[config.mk]
export PLATFORM = sky130hd
export DESIGN_NAME = moore_stim_ctrl
export DESIGN_NICKNAME = d
export VERILOG_FILES = /design/src/rtl/moore_ctrl_pkg.sv /design/src/rtl/moore_ctrl_shifter.sv /design/src/rtl/moore_stim_ctrl.sv
export SDC_FILE = /design/constraint.sdc
export NUM_CORES = 1
export LEC_CHECK = 0
export ABC_AREA = 1
export CAP_MARGIN = 10
export CELL_PAD_IN_SITES_DETAIL_PLACEMENT = 1
export CELL_PAD_IN_SITES_GLOBAL_PLACEMENT = 2
export CORE_UTILIZATION = 26
export DETAILED_ROUTE_END_ITERATION = 10
export PLACE_DENSITY = 0.76
export SLEW_MARGIN = 20
export SYNTH_ARGS = -nofsm -noshare
export SYNTH_HDL_FRONTEND = slang
export SYNTH_SLANG_ARGS = --single-unit
[constraint.sdc]
create_clock -name clk -period 1.5 [get_ports clk]
set_input_delay 0.225 -clock clk [delete_from_list [all_inputs] [get_ports clk]]
set_output_delay 0.225 -clock clk [all_outputs]
set_load 0.01 [all_outputs]
[src/rtl/moore_ctrl_pkg.sv]
// Shared definitions for the Moore state-machine stimulus controller:
// controller state encoding, state-machine state width and the
// derivation of the length/count field width.
package moore_ctrl_pkg;

  localparam int SM_STATE_W = 3;

  typedef enum logic [2:0] {
    ST_IDLE,
    ST_CLEAR,
    ST_SHIFT,
    ST_DRAIN,
    ST_DONE
  } ctrl_state_t;

  // One extra bit beyond log2 so the field can hold WIDTH itself.
  function automatic int calc_len_w(input int width);
    return $clog2(width) + 1;
  endfunction

endpackage

[src/rtl/moore_ctrl_shifter.sv]
// Loadable right-shift register with a count of bits already emitted.
// 'last' is high once every loaded bit has been emitted.
module moore_ctrl_shifter
  import moore_ctrl_pkg::*;
#(
  parameter int WIDTH = 8,
  parameter int LEN_W = calc_len_w(WIDTH)
) (
  input  logic             clk,
  input  logic             reset,
  input  logic             load,
  input  logic             shift,
  input  logic [WIDTH-1:0] load_data,
  input  logic [LEN_W-1:0] load_len,
  output logic             bit_out,
  output logic [LEN_W-1:0] count,
  output logic             last
);

  logic [WIDTH-1:0] sr;
  logic [LEN_W-1:0] len;

  // Load a new pattern, or emit the LSB and advance the bit count.
  always_ff @(posedge clk) begin
    if (reset) begin
      sr    <= '0;
      len   <= '0;
      count <= '0;
    end else if (load) begin
      sr    <= load_data;
      len   <= load_len;
      count <= '0;
    end else if (shift) begin
      sr    <= sr >> 1;
      count <= count + LEN_W'(1);
    end
  end

  assign bit_out = sr[0];
  assign last    = (count == len);

endmodule

[src/rtl/moore_stim_ctrl.sv]
// Stimulus sequencer for the 3-bit Moore state machine: accepts a pattern,
// pulses the machine's reset, shifts the pattern in LSB-first, counts
// cycles where the machine state equals the target and reports the result.
// Optional feature macro: MOORE_CTRL_ABORT_EN (adds the 'abort' input).
module moore_stim_ctrl
  import moore_ctrl_pkg::*;
#(
  parameter int WIDTH = 8,
  parameter int LEN_W = calc_len_w(WIDTH)
) (
  input  logic                  clk,
  input  logic                  reset,
  input  logic                  pat_valid,
  output logic                  pat_ready,
  input  logic [WIDTH-1:0]      pat_data,
  input  logic [LEN_W-1:0]      pat_len,
  input  logic [SM_STATE_W-1:0] target,
  output logic                  sm_in,
  output logic                  sm_rst_n,
  input  logic [SM_STATE_W-1:0] sm_state,
  output logic                  done,
  output logic [LEN_W-1:0]      hit_cnt,
  output logic [SM_STATE_W-1:0] last_state
`ifdef MOORE_CTRL_ABORT_EN
  ,
  input  logic                  abort
`endif
);

  ctrl_state_t           state, state_d;
  logic                  accept;
  logic [LEN_W-1:0]      eff_len;
  logic [SM_STATE_W-1:0] target_q;
  logic                  shift_en;
  logic                  sh_bit;
  logic [LEN_W-1:0]      sh_count;
  logic                  sh_last;
  logic                  cmp_en;
  logic                  latch_last;

  assign accept  = pat_valid && pat_ready;
  assign eff_len = (pat_len > LEN_W'(WIDTH)) ? LEN_W'(WIDTH) : pat_len;

  moore_ctrl_shifter #(
    .WIDTH (WIDTH),
    .LEN_W (LEN_W)
  ) u_shifter (
    .clk       (clk),
    .reset     (reset),
    .load      (accept),
    .shift     (shift_en),
    .load_data (pat_data),
    .load_len  (eff_len),
    .bit_out   (sh_bit),
    .count     (sh_count),
    .last      (sh_last)
  );

  // State register.
  always_ff @(posedge clk) begin
    if (reset) state <= ST_IDLE;
    else       state <= state_d;
  end

  // Next-state logic; a bit is emitted whenever the next state is SHIFT.
  always_comb begin
    state_d    = state;
    shift_en   = 1'b0;
    cmp_en     = 1'b0;
    latch_last = 1'b0;
    case (state)
      ST_IDLE:  if (accept) state_d = (eff_len == '0) ? ST_DONE : ST_CLEAR;
      ST_CLEAR: state_d = ST_SHIFT;
      ST_SHIFT: if (sh_last) state_d = ST_DRAIN;
      ST_DRAIN: state_d = ST_DONE;
      ST_DONE:  state_d = ST_IDLE;
      default:  state_d = ST_IDLE;
    endcase
`ifdef MOORE_CTRL_ABORT_EN
    if (abort && (state == ST_CLEAR || state == ST_SHIFT || state == ST_DRAIN))
      state_d = ST_IDLE;
`endif
    shift_en   = (state_d == ST_SHIFT);
    cmp_en     = ((state == ST_SHIFT) && (sh_count > LEN_W'(1))) || (state == ST_DRAIN);
    latch_last = (state == ST_DRAIN) && (state_d == ST_DONE);
  end

  // Registered outputs derived from the next state, plus compare/count results.
  always_ff @(posedge clk) begin
    if (reset) begin
      pat_ready  <= 1'b0;
      sm_in      <= 1'b0;
      sm_rst_n   <= 1'b0;
      done       <= 1'b0;
      hit_cnt    <= '0;
      last_state <= '0;
      target_q   <= '0;
    end else begin
      pat_ready <= (state_d == ST_IDLE);
      sm_rst_n  <= (state_d != ST_CLEAR);
      done      <= (state_d == ST_DONE);
      sm_in     <= shift_en ? sh_bit : 1'b0;
      if (accept) begin
        hit_cnt    <= '0;
        last_state <= '0;
        target_q   <= target;
      end else begin
        if (cmp_en && (sm_state == target_q)) hit_cnt <= hit_cnt + LEN_W'(1);
        if (latch_last) last_state <= sm_state;
      end
    end
  end

endmodule
==> impl_results.md, run 1 <==
* Hold Path End: sm_in$_SDFF_PP0_
* Crit-path max FO at 4
* Startpoint types: flop
* Top cells by area, synth: dfxtp_1, nand2_1, nor2_1
* Max Cap Violations at 0
* Hold Fails Final Rpt at 0
* Final critical-path share of the clock period at 95.1%
* Cells after DPL at 338
* Worst Path Required at 1.27 ns
* Synthesized area at 0.00159 mm^2
* Longest Clk Path Bufs at 2
* Met2 Resource Use GR at 25.9%
* Layout cells sized above 1 at 28.1%
* Clock transition at the registers of the reported paths at 0.07 ns
* Reg2reg start: u_shifter.count[0]$_SDFFE_PP0N_
* P&R area growth vs syn at 44.7%
* IO Port Bufs at 31
* Yosys warns at 0
* Die ar. at 0.00644 mm^2
* Hold Crit Start: u_shifter.sr[0]$_SDFFE_PP0P_
* Post-route cell area at 0.00230 mm^2
* Worst r2r dst: hit_cnt[2]$_SDFFE_PP0P_
* Clock Skew at 0.00813 ns
* DR iter-0 viols at 20
* M3 GR Usage at 3.07%
* R2R depth at 8
* Slew Limit Fails at 0
* Vias per inst at 4.39
* Worst-skew pair later-pin latency at 0.28 ns
* Leak at a little under 0.001 uW
* Global-route wire length before repair at 7.08 mm
* Setup TNS at 0 ns
* 1st-pass router iterations at 4
* Overflow after GRT at 0
* Hold Path Stages at 2
* Worst Setup End Kind: primary output
* Final Non-Filler Cells at 345
* CTS tree: yes
* Top cell type's share of synthesized area at 41.5%
* Vias in the first global route at 1,592
* WS Path Type: flop to primary output
* Yosys cell types at 27
* Synthesized Nets at 234
* Peak VDD IR at 394 uV
* Root Buffer: clkbuf_8
* Routed Antenna Nets at 0
* Slew at the pin closest to its max-slew limit at 0.293 ns
* Ports at 32
* Period minus WS final at 1.43 ns
* Initial core utilization at 26.9%
* Clk sink count at 33
* Final setup viols at 0
* WL final at 3.99 mm
* Slowest CP cell: clkdlybuf4s50_1
* Status: complete, no violations
* Hold Path Class: flop to flop
* Delay-heaviest family, CP: buffers and inverters
* Core ar. at between 0.005 and 0.006 mm^2
* Number of fill cells in the layout at 724
* Total track usage at between 10% and 20%
* Largest area contributor in the netlist: dfxtp_1
* Initial antenna violation count at 0
* Mean Syn Cell Area at 7.61 um^2
* Most common cell after layout, fill and taps aside: nand2_1
* DIE WIDTH at 80.2 um
* Post-CTS Setup Bufs at 0
* Largest net degree at the start of global routing at 20
* Hold bufs inserted after CTS at 0
* Max Fclk at 0.701 GHz
* Nets@finish at 295
* Most frequent cells in the layout: nand2_1, clkdlybuf4s50_1, buf_4
* Register bit total from synthesis at 33
* Worst-path cell chain: clkdlybuf4s50_1
* Placer Congestion at about 0.7
* Die Height at roughly 80 um
* WL/cell at roughly 12 um
* Layer with the highest usage: met2
* RSZ-0062 raised after global routing: true
* Rows at 28
* WP data arrival at between 1 and 1.5 ns
* Met1 usage at 16.2%
* WP buf/inv at 1
* Slew margin rel. at 80.5%
* Mapped Cells at between 200 and 250
* DRC errors left at 0
* # diodes at 0
* Vias at 1,516
* Post-DP HPWL at 3.16 mm
* Cell Pwr Density at between 1000 and 1500 mW/mm^2
* Post-Place Cell Area at about 0.0022 mm^2
* Slowest Stage Delay on Critical Path at 0.55 ns
* Total CTS buffers at 5
* Tot Pwr at 2310 uW
* Max H-tree Level at 2
* Share of the yosys chip area belonging to registers at 41.5%
* R2R Setup Slk at 0.12 ns
[layout make-up]
cell class	count	area [um^2]	share of cell area, %
Sequential cell	33	671	29.1
Clock buffer	6	82.6	3.59
Inverter	20	75.1	3.26
Clock inverter	1	7.51	0.326
Tap cell	75	93.8	4.07
Multi-Input combinational cell	151	853	37.0
Timing Repair Buffer	59	520	22.6
[worst min-delay path: stages, from the launching register on]
cell and delay, ns:
dfxtp_1 0.32, nand2_1 0.06, nor2_1 0.04
[flip-flops by register name, summed over array words and instances, names as in the netlist]
register and count:
last_state 3, sm_in 1, target_q 3, state 3, sm_rst_n 1, u_shifter.count 4
pat_ready 1, done 1, u_shifter.len 4, hit_cnt 4, u_shifter.sr 8
[layer usage]
layer / part of all wire (%) / routed length (um)
met5: 0 / 0
met3: 2.2 / 86
met4: 1.5 / 60
met2: 53 / 2100
met1: 44 / 1740
[worst max path at each step]
stage,end,cells after the start,slack (ns),startpoint
3_3_place_gp,u_shifter.sr[3]$_SDFFE_PP0P_,9,-0.14,pat_valid
5_1_grt,u_shifter.sr[5]$_SDFFE_PP0P_,9,-0.02,u_shifter.count[3]$_SDFFE_PP0N_
2_1_floorplan,hit_cnt[0]$_SDFFE_PP0P_,8,0.13,u_shifter.count[0]$_SDFFE_PP0N_
4_1_cts,hit_cnt[0],1,0.004,hit_cnt[0]$_SDFFE_PP0P_
6_report,hit_cnt[1],1,0.07,hit_cnt[1]$_SDFFE_PP0P_
3_5_place_dp,hit_cnt[2]$_SDFFE_PP0P_,8,-0.19,sm_state[2]
[synthesized netlist by cell type, drive strengths merged]
cell / number
a211oi: 1
a21oi: 17
a32o: 1
buf: 3
clkbuf: 2
clkinv: 1
dfxtp: 33
ha: 4
inv: 19
nand2: 58
nand3: 19
nand4: 1
nor2: 29
nor3: 4
o21ai: 9
xnor2: 2
xor2: 6
[power by group]
part           internal (uW)  switching [uW]
clock                    363             322
combinational            297             339
sequential               947            43.8
total                   1610             705
[per-stage QoR]
step                      setup WS (ns)  util, %  hold slack (ns)
after CTS                       0.00392     38.1            0.459
after floorplan                   0.127        -            0.303
after global placement           -0.135     36.6            0.453
final                            0.0741     38.9            0.452
after detailed placement         -0.191     36.6            0.450
after global routing            -0.0173     38.9            0.474
[logic make-up (layout without fill, tap and decap cells)]
group                    Yosys count  after routing  synth area share (%)
AND/OR/NAND/NOR                  111            111                  32.9
flip-flops                        33             33                  41.5
AO/OA/AOI/OAI                     28             28                  10.9
buffers and inverters             25             86                  7.15
XOR/XNOR                           8              8                  4.40
adder cells (fa/ha/maj)            4              4                  3.14
[repair_timing]
| item | in CTS | in global routing |
|---|---|---|
| pin swaps | 0 | 3 |
| setup endpoints to repair | 3 | 17 |
| gates resized for setup | 1 | 15 |
Note: power is estimated with default switching activity, not from simulation.
==> run 2, diff against run 1 <==
ABC_AREA = 0   (was 1)
CORE_UTILIZATION = 27   (was 26)
PLACE_DENSITY = 0.75   (was 0.76)
==> impl_results.md, run 2 <==
* Status: complete, but fails checks
* Failing checks: setup timing
* Period minus WS final at 1.62 ns (+0.193 ns)
* Final setup viols at 8 (+8)
* Most frequent cells in the layout: clkdlybuf4s50_1, dfxtp_1, nor2_1, buf_4, nand2_1
* Sw power at 894 uW (+27%)
* Fin Hold WS at 0.408 ns (-0.0438 ns)
* Max Fclk at 0.618 GHz (-12%)
* Hold Fails Final Rpt at 0 (unchanged)
* Top cell type's share of synthesized area at 45.0% (+3.5 points)
* Synthesized Nets at 184 (-21%)
* RSZ-0062 raised after global routing: true
* Layout cells sized above 1 at 31.6% (+3.5 points)
* Most common cell after layout, fill and taps aside: clkdlybuf4s50_1
* Share of the yosys chip area belonging to registers at 45.0% (+3.5 points)
* Worst Path Required at 1.67 ns (+0.40 ns)
* Clock Power Share at 23.7% (-5.9 points)
* Clock Skew at 0.00954 ns (+0.00140 ns)
* Clock transition at the registers of the reported paths at 0.06 ns (about the same)
* Slew Limit Fails at 0 (unchanged)
* Final critical-path share of the clock period at 108% (+13 points)
* Internal Power at 1840 uW (+15%)
* IO Port Bufs at 31 (unchanged)
* Nets@finish at 239 (-19%)
* EDFF count, synth at 0 (unchanged)
* Post-route cell area at 0.00229 mm^2 (-0.60%)
* Global-route wire length before repair at 6.18 mm (-13%)
* Hold bufs inserted after CTS at 0 (unchanged)
* Post-Place Cell Area at 0.00201 mm^2 (-7.2%)
* Number of fill cells in the layout at 576 (-20%)
* Max Cap Violations at 0 (unchanged)
* # diodes at 0 (unchanged)
* DR iter-0 viols at 36 (+80%)
* Min setup slack post-route at -0.119 ns (-0.193 ns)
* Initial core utilization at 28.4% (+1.5 points)
* Total track usage at 14.9% (+0.68 points)
* Mean Syn Cell Area at 9.23 um^2 (+21%)
* Largest family of logic cells by synthesized area: simple AND/OR/NAND/NOR gates
* Total CTS buffers at 5 (unchanged)
* Cell Pwr Density at 1200 mW/mm^2 (+19%)
* Most common cell in the netlist: dfxtp_1
* Ports at 32 (unchanged)
* Largest register FFs at 8 (unchanged)
* Post-Synth Simple-Gate Area at 20.2% (-13 points)
* CTS tree: yes
* Placer Congestion at 0.767 (+6.9%)
* Die Height at 75.7 um (-5.6%)
* Compound-cell area share of the yosys netlist at 11.5% (+0.58 points)
* Asr flop ratio synth at 0% (unchanged)
* Sw Ratio at 32.7% (+2.2 points)
* DRC errors left at 0 (unchanged)
* Post-DP HPWL at 2.79 mm (-12%)
* Overflow after GRT at 0 (unchanged)
* Clk sink count at 33 (unchanged)
* Root Buffer: clkbuf_8
* Hold Path Class: input port to flop
* Post-Synth Adder-Cell Area at 3.41% (+0.27 points)
* Reg power frac at 39.8% (-3.1 points)
* Cells after DPL at 272 (-20%)
* Mapped Cells at 159 (-24%)
* 1st-pass router iterations at 4 (unchanged)
* Synth Area in XOR/XNOR at 8.70% (+4.3 points)
* Core ar. at 0.00517 mm^2 (-13%)
* Initial antenna violation count at 0 (unchanged)
* Die ar. at 0.00573 mm^2 (-11%)
* Slew margin rel. at 64.8% (-16 points)
* Biggest register: u_shifter.sr
* Commonest cells in the netlist: dfxtp_1, nor2_1, nand2_1, a21oi_1, mux2i_1
* P&R area growth vs syn at 56.0%
* Synthesized area at 0.00147 mm^2 (-7.8%)
* Max H-tree Level at 2 (unchanged)
* Crit-path max FO at 9 (+5)
* Peak VDD IR at 462 uV (+17%)
* Worst-skew pair later-pin latency at 0.29 ns (about the same)
* DIE WIDTH at 75.7 um (-5.6%)
* WL/cell at 13.7 um (+19%)
* Vias in the first global route at 1,370 (-14%)
* Leak at 0.000909 uW (-5.4%)
* Routed Antenna Nets at 0 (unchanged)
* WL final at 3.92 mm (-1.7%)
* Worst Setup End Kind: flop
* WP data arrival at 1.79 ns (+0.59 ns)
* Slew at the pin closest to its max-slew limit at 0.523 ns (+0.231 ns)
* Yosys warns at 0 (unchanged)
* Startpoint types: flop
* Largest area contributor in the netlist: dfxtp_1
* Mux contribution to synthesized area at 7.50% (+7.5 points)
* WS Path Type: flop to flop
* Main synth FF type: dfxtp_1
* Rows at 26 (-7.1%)
* Register bit total from synthesis at 33 (unchanged)
* Combinational share of power at 36.5% (+9.0 points)
* Vias at 1,322 (-13%)
* Vias per inst at 4.64 (+5.6%)
* Largest net degree at the start of global routing at 15 (-25%)
* Final Non-Filler Cells at 285 (-17%)
* Yosys cell types at 28 (+3.7%)
* Longest Clk Path Bufs at 2 (unchanged)
* Top cells by area, synth: dfxtp_1, mux2i_1, nor2_1
* Setup WS pre-CTS at -0.551 ns (-0.360 ns)
run 2: per-layer routing:
metal,routed length (um),vias up,track usage (%),share of wire [%]
met4,92,0,9.47,2.3
li1,-,651,-,-
met3,148,7,4.23,3.8
met2,1990,30,25.5,51
met1,1690,634,16.4,43
met5,0,-,0,0
run 2: path summary, 6_finish.rpt:
path | to | cells past startpoint | startpoint | slack [ns]
worst min-delay path | u_shifter.len[0]$_SDFFE_PP0P_ | 4 | pat_len[0] | 0.41
worst min register to register | u_shifter.len[3]$_SDFFE_PP0P_ | 2 | u_shifter.len[3]$_SDFFE_PP0P_ | 0.48
worst max-delay path | u_shifter.sr[0]$_SDFFE_PP0P_ | 6 | u_shifter.len[2]$_SDFFE_PP0P_ | -0.12
worst max register to register | u_shifter.sr[0]$_SDFFE_PP0P_ | 6 | u_shifter.len[2]$_SDFFE_PP0P_ | -0.12
run 2: power by group through the flow:
stage                     combinational [uW]  sequential (uW)  clock [uW]
after floorplan                          486             1080           0
after global placement                   755             1090           0
after detailed placement                 791             1090           0
after CTS                                828             1070         676
after global routing                    1090             1100         715
final                                    998             1090         649
run 2: area by class of cell:
cell class                      count  area (um^2)  area share, %
Sequential cell                    33          679           29.7
Clock buffer                        6         72.6           3.17
Clock inverter                      2         10.0          0.437
Tap cell                           70         87.6           3.83
Timing Repair Buffer               56          533           23.3
Inverter                            4         15.0          0.656
Multi-Input combinational cell    114          892           39.0
run 2: metrics by stage:
step	setup TNS, ns	util [%]	power (uW)
after global placement	-2.52	38.9	1840
after global routing	-1.77	44.3	2910
after CTS	-0.763	41.0	2580
after detailed placement	-3.23	38.9	1880
final	-0.625	44.3	2740
after floorplan	-0.215	-	1560
run 2: worst max-delay path: stages, from the launching register on:
cell	delay, ns
dfxtp_1	0.39
xnor2_2	0.14
nand3_2	0.13
o41ai_4	0.31
buf_6	0.22
mux2i_2	0.22
a211oi_1	0.09
run 2: timing repair:
item	CTS	global route
endpoints found under the setup margin	16	20
gates resized for setup	9	28
cloned	0	0
pin swaps	3	7
setup buffers	0	5
run 2: cell families after synthesis:
| logic type | Yosys count |
|---|---|
| simple gates | 62 |
| flops | 33 |
| compound gates | 25 |
| xor+xnor | 12 |
| buf+inv | 12 |
| mux | 11 |
| fa+ha+maj | 4 |
==> run 3, diff against run 2 <==
CAP_MARGIN = 15   (was 10)
CORE_ASPECT_RATIO = 0.8   (was not set)
REMOVE_ABC_BUFFERS = 1   (was not set)
==> impl_results.md, run 3 (synthesis gave the netlist of run 2 again) <==
* Cells after DPL at 267 (-1.8%)
* Root Buffer: clkbuf_8
* # diodes at 0 (unchanged)
* WL/cell at 15.0 um (+9.2%)
* Ports at 32 (unchanged)
* Period minus WS final at 1.59 ns (-0.0317 ns)
* Worst Setup End Kind: flop
* Crit-path max FO at 7 (-2)
* Vias at 1,351 (+2.2%)
* CTS tree: yes
* DR iter-0 viols at 27 (-25%)
* Hold Path Stages at 4 (unchanged)
* Die Height at 67.9 um (-10%)
* Total CTS buffers at 5 (unchanged)
* Post-DP HPWL at 2.84 mm (+1.9%)
* Nets@finish at 246 (+2.9%)
* Largest net degree at the start of global routing at 24 (+9)
* Cell Pwr Density at 1250 mW/mm^2 (+4.5%)
* Final Non-Filler Cells at 284 (-0.35%)
* Die ar. at 0.00574 mm^2 (about the same)
* DRC errors left at 6 (+6)
* Core ar. at 0.00512 mm^2 (-0.97%)
* Failing checks: DRC, setup timing
* Routed Antenna Nets at 0 (unchanged)
* Total track usage at 15.8% (+0.84 points)
* Leak at 0.000986 uW (+8.4%)
* Layout cells sized above 1 at 36.9% (+5.3 points)
* Cell depth of the worst setup path at 7 (+1)
* Worst-path cell chain: xnor2_2 -> nor2_2 -> o41ai_4 -> buf_4 -> clkbuf_16 -> or3_4 -> a21oi_2
* Placer Congestion at 0.816 (+6.3%)
* Vias per inst at 4.76 (+2.6%)
* WL met2 at 2.11 mm (+6.4%)
* Initial antenna violation count at 0 (unchanged)
* Met1 WL at 1.89 mm (+12%)
* Setup WS pre-CTS at -0.575 ns (-0.0248 ns)
* Global-route wire length before repair at 6.56 mm (+6.1%)
* Status: complete, but fails checks
* WS Path Type: flop to flop
* Worst-skew pair later-pin latency at 0.29 ns (about the same)
* RSZ-0062 raised after global routing: true
* IO Port Bufs at 31 (unchanged)
* Worst Path Required at 1.73 ns (+0.06 ns)
* Setup TNS at -0.477 ns (+0.148 ns)
* WL final at 4.26 mm (+8.8%)
* Max Cap Violations at 0 (unchanged)
* Min setup slack post-route at -0.0877 ns (+0.0317 ns)
* R2R depth at 7 (+1)
* Final setup viols at 11 (+3)
* Clk sink count at 33 (unchanged)
* Initial core utilization at 28.7% (+0.28 points)
* Delay-heaviest family, CP: simple AND/OR/NAND/NOR gates
* Longest Clk Path Bufs at 2 (unchanged)
* 1st-pass router iterations at 7 (+3)
* Most common cell after layout, fill and taps aside: clkdlybuf4s50_1
* DIE WIDTH at 84.4 um (+11%)
* Vias in the first global route at 1,407 (+2.7%)
* Slowest CP cell: dfxtp_4
* Clock Skew at 0.00516 ns (-0.00437 ns)
* Slowest Stage Delay on Critical Path at 0.36 ns (-0.03 ns)
* Final critical-path share of the clock period at 106% (-2.1 points)
* Clock transition at the registers of the reported paths at 0.07 ns (about the same)
* Peak VDD IR at 580 uV (+26%)
* Max Fclk at 0.630 GHz (+2.0%)
* Slew at the pin closest to its max-slew limit at 0.332 ns (-0.192 ns)
* Startpoint types: flop
* Met3 WL at 195 um (+32%)
* Slew margin rel. at 77.8% (+13 points)
* Fin Hold WS at 0.365 ns (-0.0433 ns)
* Slew Limit Fails at 0 (unchanged)
* WP buf/inv at 2 (+1)
* Rows at 23 (-12%)
* Overflow after GRT at 0 (unchanged)
* Max H-tree Level at 2 (unchanged)
* Highest Signal Layer: met4
* Largest register FFs at 8 (unchanged)
* Hold Path Class: input port to flop
* WP data arrival at 1.82 ns (+0.03 ns)
* Biggest register: u_shifter.sr
* P&R area growth vs syn at 64.8%
* Most frequent cells in the layout: clkdlybuf4s50_1, buf_4, dfxtp_1
* Hold Fails Final Rpt at 0 (unchanged)
run 3: path summary, 6_finish.rpt:
| kind | endpoint | startpoint | slack (ns) |
|---|---|---|---|
| max reg2reg | u_shifter.count[3]$_SDFFE_PP0N_ | state[0]$_SDFF_PP0_ | -0.09 |
| min | u_shifter.len[3]$_SDFFE_PP0P_ | pat_len[3] | 0.36 |
| max | u_shifter.count[3]$_SDFFE_PP0N_ | state[0]$_SDFF_PP0_ | -0.09 |
| min reg2reg | target_q[0]$_SDFFE_PP0P_ | target_q[0]$_SDFFE_PP0P_ | 0.48 |
run 3: final cells by class:
type	instances	area, um^2
fill	576	2700
multi-input combinational	114	932
sequential	33	682
timing repair buffer	63	606
clock buffer	7	96.3
tap	62	77.6
inverter	4	20.0
clock inverter	1	5.00
run 3: timing repair:
action,4_1_cts,5_1_grt
cloned,1,0
gates resized for setup,42,23
setup buffers,6,2
setup endpoints to repair,19,20
hold buffers,0,0
pin swaps,27,9
run 3: metal layers:
metal	global-route usage, %	up-vias
met2	28.2	30
met3	5.67	4
met1	17.4	650
met4	6.99	0
met5	0	-
li1	-	667
run 3: worst reg2reg max path, cell delays in order (launching register included):
cell	delay [ns]
dfxtp_4	0.36
xnor2_2	0.15
nor2_2	0.13
o41ai_4	0.11
buf_4	0.15
clkbuf_16	0.15
or3_4	0.36
a21oi_2	0.12
run 3: power by group:
| group | internal (uW) | total [uW] | switching (uW) |
|---|---|---|---|
| sequential | 990 | 1070 | 79.4 |
| combinational | 648 | 1200 | 551 |
| clock | 415 | 751 | 337 |
run 3: stage by stage:
| stage | util (%) | cell area, um^2 | power [uW] |
|---|---|---|---|
| after floorplan | - | 1430 | 1500 |
| after global placement | 39.1 | 2000 | 1870 |
| after detailed placement | 39.1 | 2000 | 1910 |
| after CTS | 45.2 | 2320 | 2950 |
| after global routing | 47.2 | 2420 | 3200 |
| final | 47.2 | 2420 | 3020 |
